**src/rtl/jk_bank_driver.sv**
```systemverilog
// Drive side for a bank of WIDTH JK flip-flops: accepts a target word and applies J/K excitation.
// Define JK_READBACK_CHECK_EN to add the readback check (SETTLE/CHECK states) with retry and err.
module jk_bank_driver #(
  parameter int WIDTH       = 8,
  parameter int MAX_RETRY   = 2,
  parameter int TOGGLE_MODE = 0
) (
  input  logic             clk,
  input  logic             rst,
  input  logic             tgt_valid,
  output logic             tgt_ready,
  input  logic [WIDTH-1:0] tgt_data,
  input  logic [WIDTH-1:0] ff_q,
  output logic [WIDTH-1:0] j,
  output logic [WIDTH-1:0] k,
  output logic             busy,
  output logic             done,
  output logic             err
);

  typedef enum logic [1:0] {IDLE, DRIVE, SETTLE, CHECK} state_t;

  state_t           state, state_nxt;
  logic [WIDTH-1:0] target;
  logic [WIDTH-1:0] cur;
  logic             accept;
  logic             set_done;

  assign tgt_ready = (state == IDLE);
  assign busy      = (state != IDLE);
  assign accept    = tgt_valid & tgt_ready;

`ifdef JK_READBACK_CHECK_EN
  localparam int RW = (MAX_RETRY < 1) ? 1 : $clog2(MAX_RETRY + 1);
  localparam logic [RW-1:0] RETRY_LIMIT = RW'(MAX_RETRY);

  logic [RW-1:0] retry_cnt;
  logic          set_err;
  logic          retry_inc;

  assign cur = ff_q;
`else
  // Without readback the block trusts that the bank reached the last target.
  logic [WIDTH-1:0] shadow;
  logic             unused_ff_q;

  assign cur         = shadow;
  assign unused_ff_q = ^ff_q;
  assign err         = 1'b0;
`endif

  always_comb begin
    state_nxt = state;
    set_done  = 1'b0;
    j         = '0;
    k         = '0;
`ifdef JK_READBACK_CHECK_EN
    set_err   = 1'b0;
    retry_inc = 1'b0;
`endif
    case (state)
      IDLE: begin
        if (accept) state_nxt = DRIVE;
      end
      DRIVE: begin
        // Set/reset excitation never produces J=K=1; toggle mode only flips changed bits.
        if (TOGGLE_MODE != 0) begin
          j = cur ^ target;
          k = cur ^ target;
        end else begin
          j = ~cur & target;
          k = cur & ~target;
        end
`ifdef JK_READBACK_CHECK_EN
        state_nxt = SETTLE;
`else
        state_nxt = IDLE;
        set_done  = 1'b1;
`endif
      end
`ifdef JK_READBACK_CHECK_EN
      SETTLE: begin
        state_nxt = CHECK;
      end
      CHECK: begin
        state_nxt = IDLE;
        if (ff_q == target) begin
          set_done = 1'b1;
        end else if (retry_cnt < RETRY_LIMIT) begin
          retry_inc = 1'b1;
          state_nxt = DRIVE;
        end else begin
          set_err = 1'b1;
        end
      end
`endif
      default: begin
        state_nxt = IDLE;
      end
    endcase
  end

  always_ff @(posedge clk) begin
    if (!rst) begin
      state  <= IDLE;
      target <= '0;
      done   <= 1'b0;
`ifdef JK_READBACK_CHECK_EN
      err       <= 1'b0;
      retry_cnt <= '0;
`else
      shadow <= '0;
`endif
    end else begin
      state <= state_nxt;
      done  <= set_done;
      if (accept) target <= tgt_data;
`ifdef JK_READBACK_CHECK_EN
      err <= set_err;
      if (accept || set_err) retry_cnt <= '0;
      else if (retry_inc)    retry_cnt <= retry_cnt + RW'(1);
`else
      if (state == DRIVE) shadow <= target;
`endif
    end
  end

endmodule

```
**config.mk**
```make
export PLATFORM = sky130hd
export DESIGN_NAME = jk_bank_driver
export DESIGN_NICKNAME = d
export VERILOG_FILES = /design/src/rtl/jk_bank_driver.sv
export SDC_FILE = /design/constraint.sdc
export NUM_CORES = 1
export LEC_CHECK = 0
export BUFFER_PORTS_ARGS = -buffer_cell sky130_fd_sc_hd__buf_2
export CORE_AREA = 4 4 50 52
export CTS_CLUSTER_DIAMETER = 50
export DETAILED_ROUTE_END_ITERATION = 10
export DIE_AREA = 0 0 54 56
export PLACE_DENSITY = 0.73
export SYNTH_ARGS = -nofsm -noshare
export SYNTH_HDL_FRONTEND = slang
export SYNTH_SLANG_ARGS = --single-unit
```
**constraint.sdc**
```tcl
create_clock -name clk -period 1.02 [get_ports clk]
set_input_delay 0.102 -clock clk [delete_from_list [all_inputs] [get_ports clk]]
set_output_delay 0.102 -clock clk [all_outputs]
set_load 0.05 [all_outputs]
```
# Yosys cells after proc, flatten, opt, wreduce, memory -nomap -nowiden
# Cells that the tools add are included.
# totals
ff_bits,18
inputBits,19
output_inout_bits,20
wordCells,14
# op_classes
muxes,3
n_bitwise,5
n_reduce_logical,2
# op_table
operator,count
$and 8x8->8,2
$mux 8,2
$not 8->8,2
$logic_not 2->1,1
$reduce_and 2->1,1
$and 1x1->1,1
$mux 1,1

# Logic depth before layout (Yosys ltp)
# depth
ltp_word,3
mapped_depth,4
depth_no_buf,2

# Least setup slack after synthesis
# Ideal clock, no wire load.
# synth_timing
kind,register to output
startpoint,register state[0]
endpoint,output j[6]
arrival_time_ns,1.738
required_ns,0.918
setup_slack_ns,-0.820
stages_incl_launch_ff,5
n_path_buf,2
path_cell_list,dfxtp_1 buf_6 buf_8 inv_6 nor3b_2
# synth_between
elab_chain_cells,1
# synth_lines
element,line_no,text
start: declaration,23,"state_t state, state_nxt;"
start signal: assignment,115,state <= state_nxt;
$mux 8,61,case (state)
end: declaration,14,"output logic [WIDTH-1:0] j,"
# No other way between the ends.

# Worst setup path after layout
# layout_timing
startpoint,register state[0]
endpoint,output k[3]
# layout_between
elab_chain_cells,1
# layout_lines
element,line_no,text
$mux 8,61,
end: declaration,15,"output logic [WIDTH-1:0] k,"
# No other way between the ends.

==> run_results.csv <==
group,metric,value,unit
outcome,outcome,"complete, but fails checks",
outcome,failed_checks,"setup timing",
cells_and_area,area_delta_synth_final,66.19,%
yosys,synth_area_leaders,"dfxtp_1, mux2i_1, nor3b_2, nand2_1, a21boi_1",
setup_path,r2r-end,"target[6]$_SDFFE_PN0P_",
routing,drtIter0Drc,10,
yosys,synth_cell_types,16,
setup_path,crit_required,0.92,ns
yosys,seq_area_frac_synth,41.08,%
cells_and_area,antenna_cells,0,
power_and_ir_drop,seqPwrFrac,53.2,%
setup_path,ff2ff_path_depth,5,
yosys,synth_area,877.1,sq um
setup_path,crit_start,"state[0]$_SDFFE_PN0P_",
power_and_ir_drop,pwr_density_cell,1001,nW/um^2
power_and_ir_drop,ir_worst_vdd,0.7996,mV
clocking,numCtsBuffers,3,
clocking,cts_tree,"built",
routing,wl_per_cell,12.41,microns
cells_and_area,nFillCells,148,
placement,io_buffers,29,
setup_path,rrSetupSlack,-0.22,ns
routing,num_vias,773,
die,die_x,54,microns
global_routing,grt_max_degree,27,
routing,wirelength,2047,microns
power_and_ir_drop,p_int,1.037,mW
routing,drtPass1Iterations,4,
setup_path,cpMaxStageDelayCell,"dfxtp_4",
yosys,syn_area_per_cell,9.331,sq um
setup_path,crit_path_start_kind,"flip-flop",
cells_and_area,regArea,365.4,sq um
job,cap_violations,0,
global_routing,track_usage,14.64,%
min_path,hold_class,"primary input to flip-flop",
sta,fin_ws,-0.3104,ns
cells_and_area,multi_input_area,591.8,sq um
power_and_ir_drop,switching_share,28.94,%
die,core-area,2106,sq um
global_routing,grt_remaining_overflow,0,
routing,detail-route-antenna-nets,0,
setup_path,rr_startpoint,"state[0]$_SDFFE_PN0P_",
setup_path,crit_type,"flip-flop to output port",
placement,place.gp.congestion,0.6801,
clocking,cts_sinks,18,
clocking,cts_root_buf,"clkbuf_4",
clocking,hold_buffers,0,
die,rows,17,
routing,drc,0,
yosys,yosys_warnings,0,
setup_path,slowest_delay,0.39,ns
sta,setup_viol,28,
setup_path,path_max_fanout,9,
sta,finClkSkew,0.001109,ns
power_and_ir_drop,clkPwrFrac,24.8,%
yosys,synth_top_area_cell,"dfxtp_1",
sta,timing_hold_violations_final,0,
yosys,synth_common_cells,"nand2_1, dfxtp_1, mux2i_1",
global_routing,grt_pass1_vias,765,
sta,slew_violations,0,
power_and_ir_drop,total_power,1.460,mW
setup_path,crit_path_end,"k[3]",
placement,dp_cells,152,
yosys,ys_ff_latch,18,
power_and_ir_drop,power_switching,422.4,uW
placement,post-dp-hpwl,1290,microns
cells_and_area,drive_gt1_share,56.20,%
sta,fmax,751.7,MHz
die,fp.dieH,56,microns
yosys,synth_top_area_share,41.08,%
setup_path,cp-end-kind,"output port",
cells_and_area,stdcell_count,165,
yosys,synthesis.nets,113,
yosys,synth_edf_count,0,
yosys,synthCells,94,
power_and_ir_drop,leakage,0.6322,nW
clocking,h-tree-depth,1,
setup_path,crit_chain,"buf_12 > inv_12 > nor3b_4 > buf_6",
routing,avgViaCountPerCell,4.685,
yosys,async_flop_share,0,%
setup_path,worstPathArrival,1.23,ns
die,fp.dieArea,3024,sq um
yosys,synthFlopType,"dfxtp_1",
cells_and_area,nets,157,
die,start_util,41.65,%
sta,min_period,1.330,ns
power_and_ir_drop,combPwrFrac,22.0,%
yosys,yosysMostFrequentCell,"nand2_1",
die,pin_count,39,
sta,rsz0062_at_grt,"true",
clocking,clk_pin_slew,0.10,ns
clocking,clock_latency,0.28,ns
global_routing,grt_pass1_wl,3387,microns
sta,fin_crit_sh,130.4,%
clocking,cts_buffer_depth,2,
global_routing,antenna_found_initial,0,
## registers in the layout, summed over array words and instances, names as in the netlist
register  cells
cur           8
done          1
state         1
target        8
## worst max-delay path: cells and delay by family (launching register included)
family                 cells  cell delay, ns
and+or+nand+nor            1            0.19
buffers and inverters      3            0.35
DFF                        1            0.39
## through the flow
stage / setup slack [ns] / setup TNS, ns / util (%) / area, sq um / hold WS, ns
detailed placement: -0.1054 / -1.781 / 56.45 / 1189 / 0.3548
global route: -0.3696 / -8.295 / 69.22 / 1458 / 0.04824
CTS: -0.3071 / -6.240 / 67.62 / 1424 / 0.04372
finish: -0.3104 / -6.538 / 69.22 / 1458 / 0.05050
global placement: -0.09875 / -1.399 / 56.45 / 1189 / 0.3532
floorplan: -0.3734 / -4.417 / - / 998.5 / 0.2441
## kinds of logic after synthesis
group	synth area share [%]
AOI/OAI and AO/OA	5.135
and+or+nand+nor	33.81
buffers and inverters	8.130
DFF	41.08
other	0.4275
muxes	11.41
## how the worst min path moves through the flow
stage	slack (ns)	startpoint	cells past startpoint	endpoint
final	0.05	tgt_data[4]	3	target[4]$_SDFFE_PN0P_
after global placement	0.35	tgt_data[3]	3	target[3]$_SDFFE_PN0P_
after detailed placement	0.35	tgt_data[4]	3	target[4]$_SDFFE_PN0P_
after floorplan	0.24	tgt_data[0]	2	target[0]$_SDFFE_PN0P_
after CTS	0.04	tgt_data[4]	3	target[4]$_SDFFE_PN0P_
after global routing	0.05	tgt_data[7]	3	target[7]$_SDFFE_PN0P_
## cell type report
cell class,count,area share (%)
inverter,1,1.116
sequential,18,25.06
clock buffer,4,1.803
timing repair buffer,46,29.01
tap,28,2.403
multi-input combinational,68,40.60
## power groups by stage
stage | Combinational, mW | Sequential (mW) | Clock (mW)
floorplan | 0.189 | 0.796 | 0
global route | 0.343 | 0.780 | 0.396
CTS | 0.310 | 0.773 | 0.366
global placement | 0.241 | 0.794 | 0
finish | 0.322 | 0.776 | 0.361
detailed placement | 0.243 | 0.796 | 0
## timing repair
action,CTS,global route
resized for setup,45,7
setup buffers,8,1
pin swaps,0,4
setup endpoints to repair,27,32
## cells in the final DEF (no fill, tap or decap)
| master | synthesis | final |
|---|---|---|
| nand2_1 | 24 | 17 |
| dfxtp_4 | 0 | 1 |
| a21boi_1 | 6 | 6 |
| nor2_4 | 0 | 8 |
| buf_6 | 2 | 14 |
| buf_2 | 2 | 12 |
| dfxtp_2 | 0 | 1 |
| nor2b_4 | 1 | 1 |
| and2_1 | 2 | 2 |
| nand2_4 | 0 | 3 |
| clkbuf_1 | 0 | 1 |
| dfxtp_1 | 18 | 16 |
| buf_8 | 1 | 4 |
| nor2b_1 | 2 | 2 |
| mux2i_2 | 0 | 1 |
| conb_1 | 1 | 1 |
| nor3b_4 | 0 | 8 |
| nand2_2 | 0 | 4 |
| buf_12 | 0 | 2 |
| inv_12 | 0 | 1 |
| buf_4 | 2 | 14 |
| clkbuf_4 | 0 | 3 |
| nand2b_1 | 6 | 6 |
| mux2i_1 | 10 | 9 |
## per-layer routing
layer	GRT usage, %	wire length [microns]	vias to the layer above
met2	25.95	1122	17
li1	-	-	389
met3	1.877	80	0
met1	17.65	844	367
met5	0	0	-
met4	4.270	0	0
No activity file was read; power rests on OpenSTA's default activity.
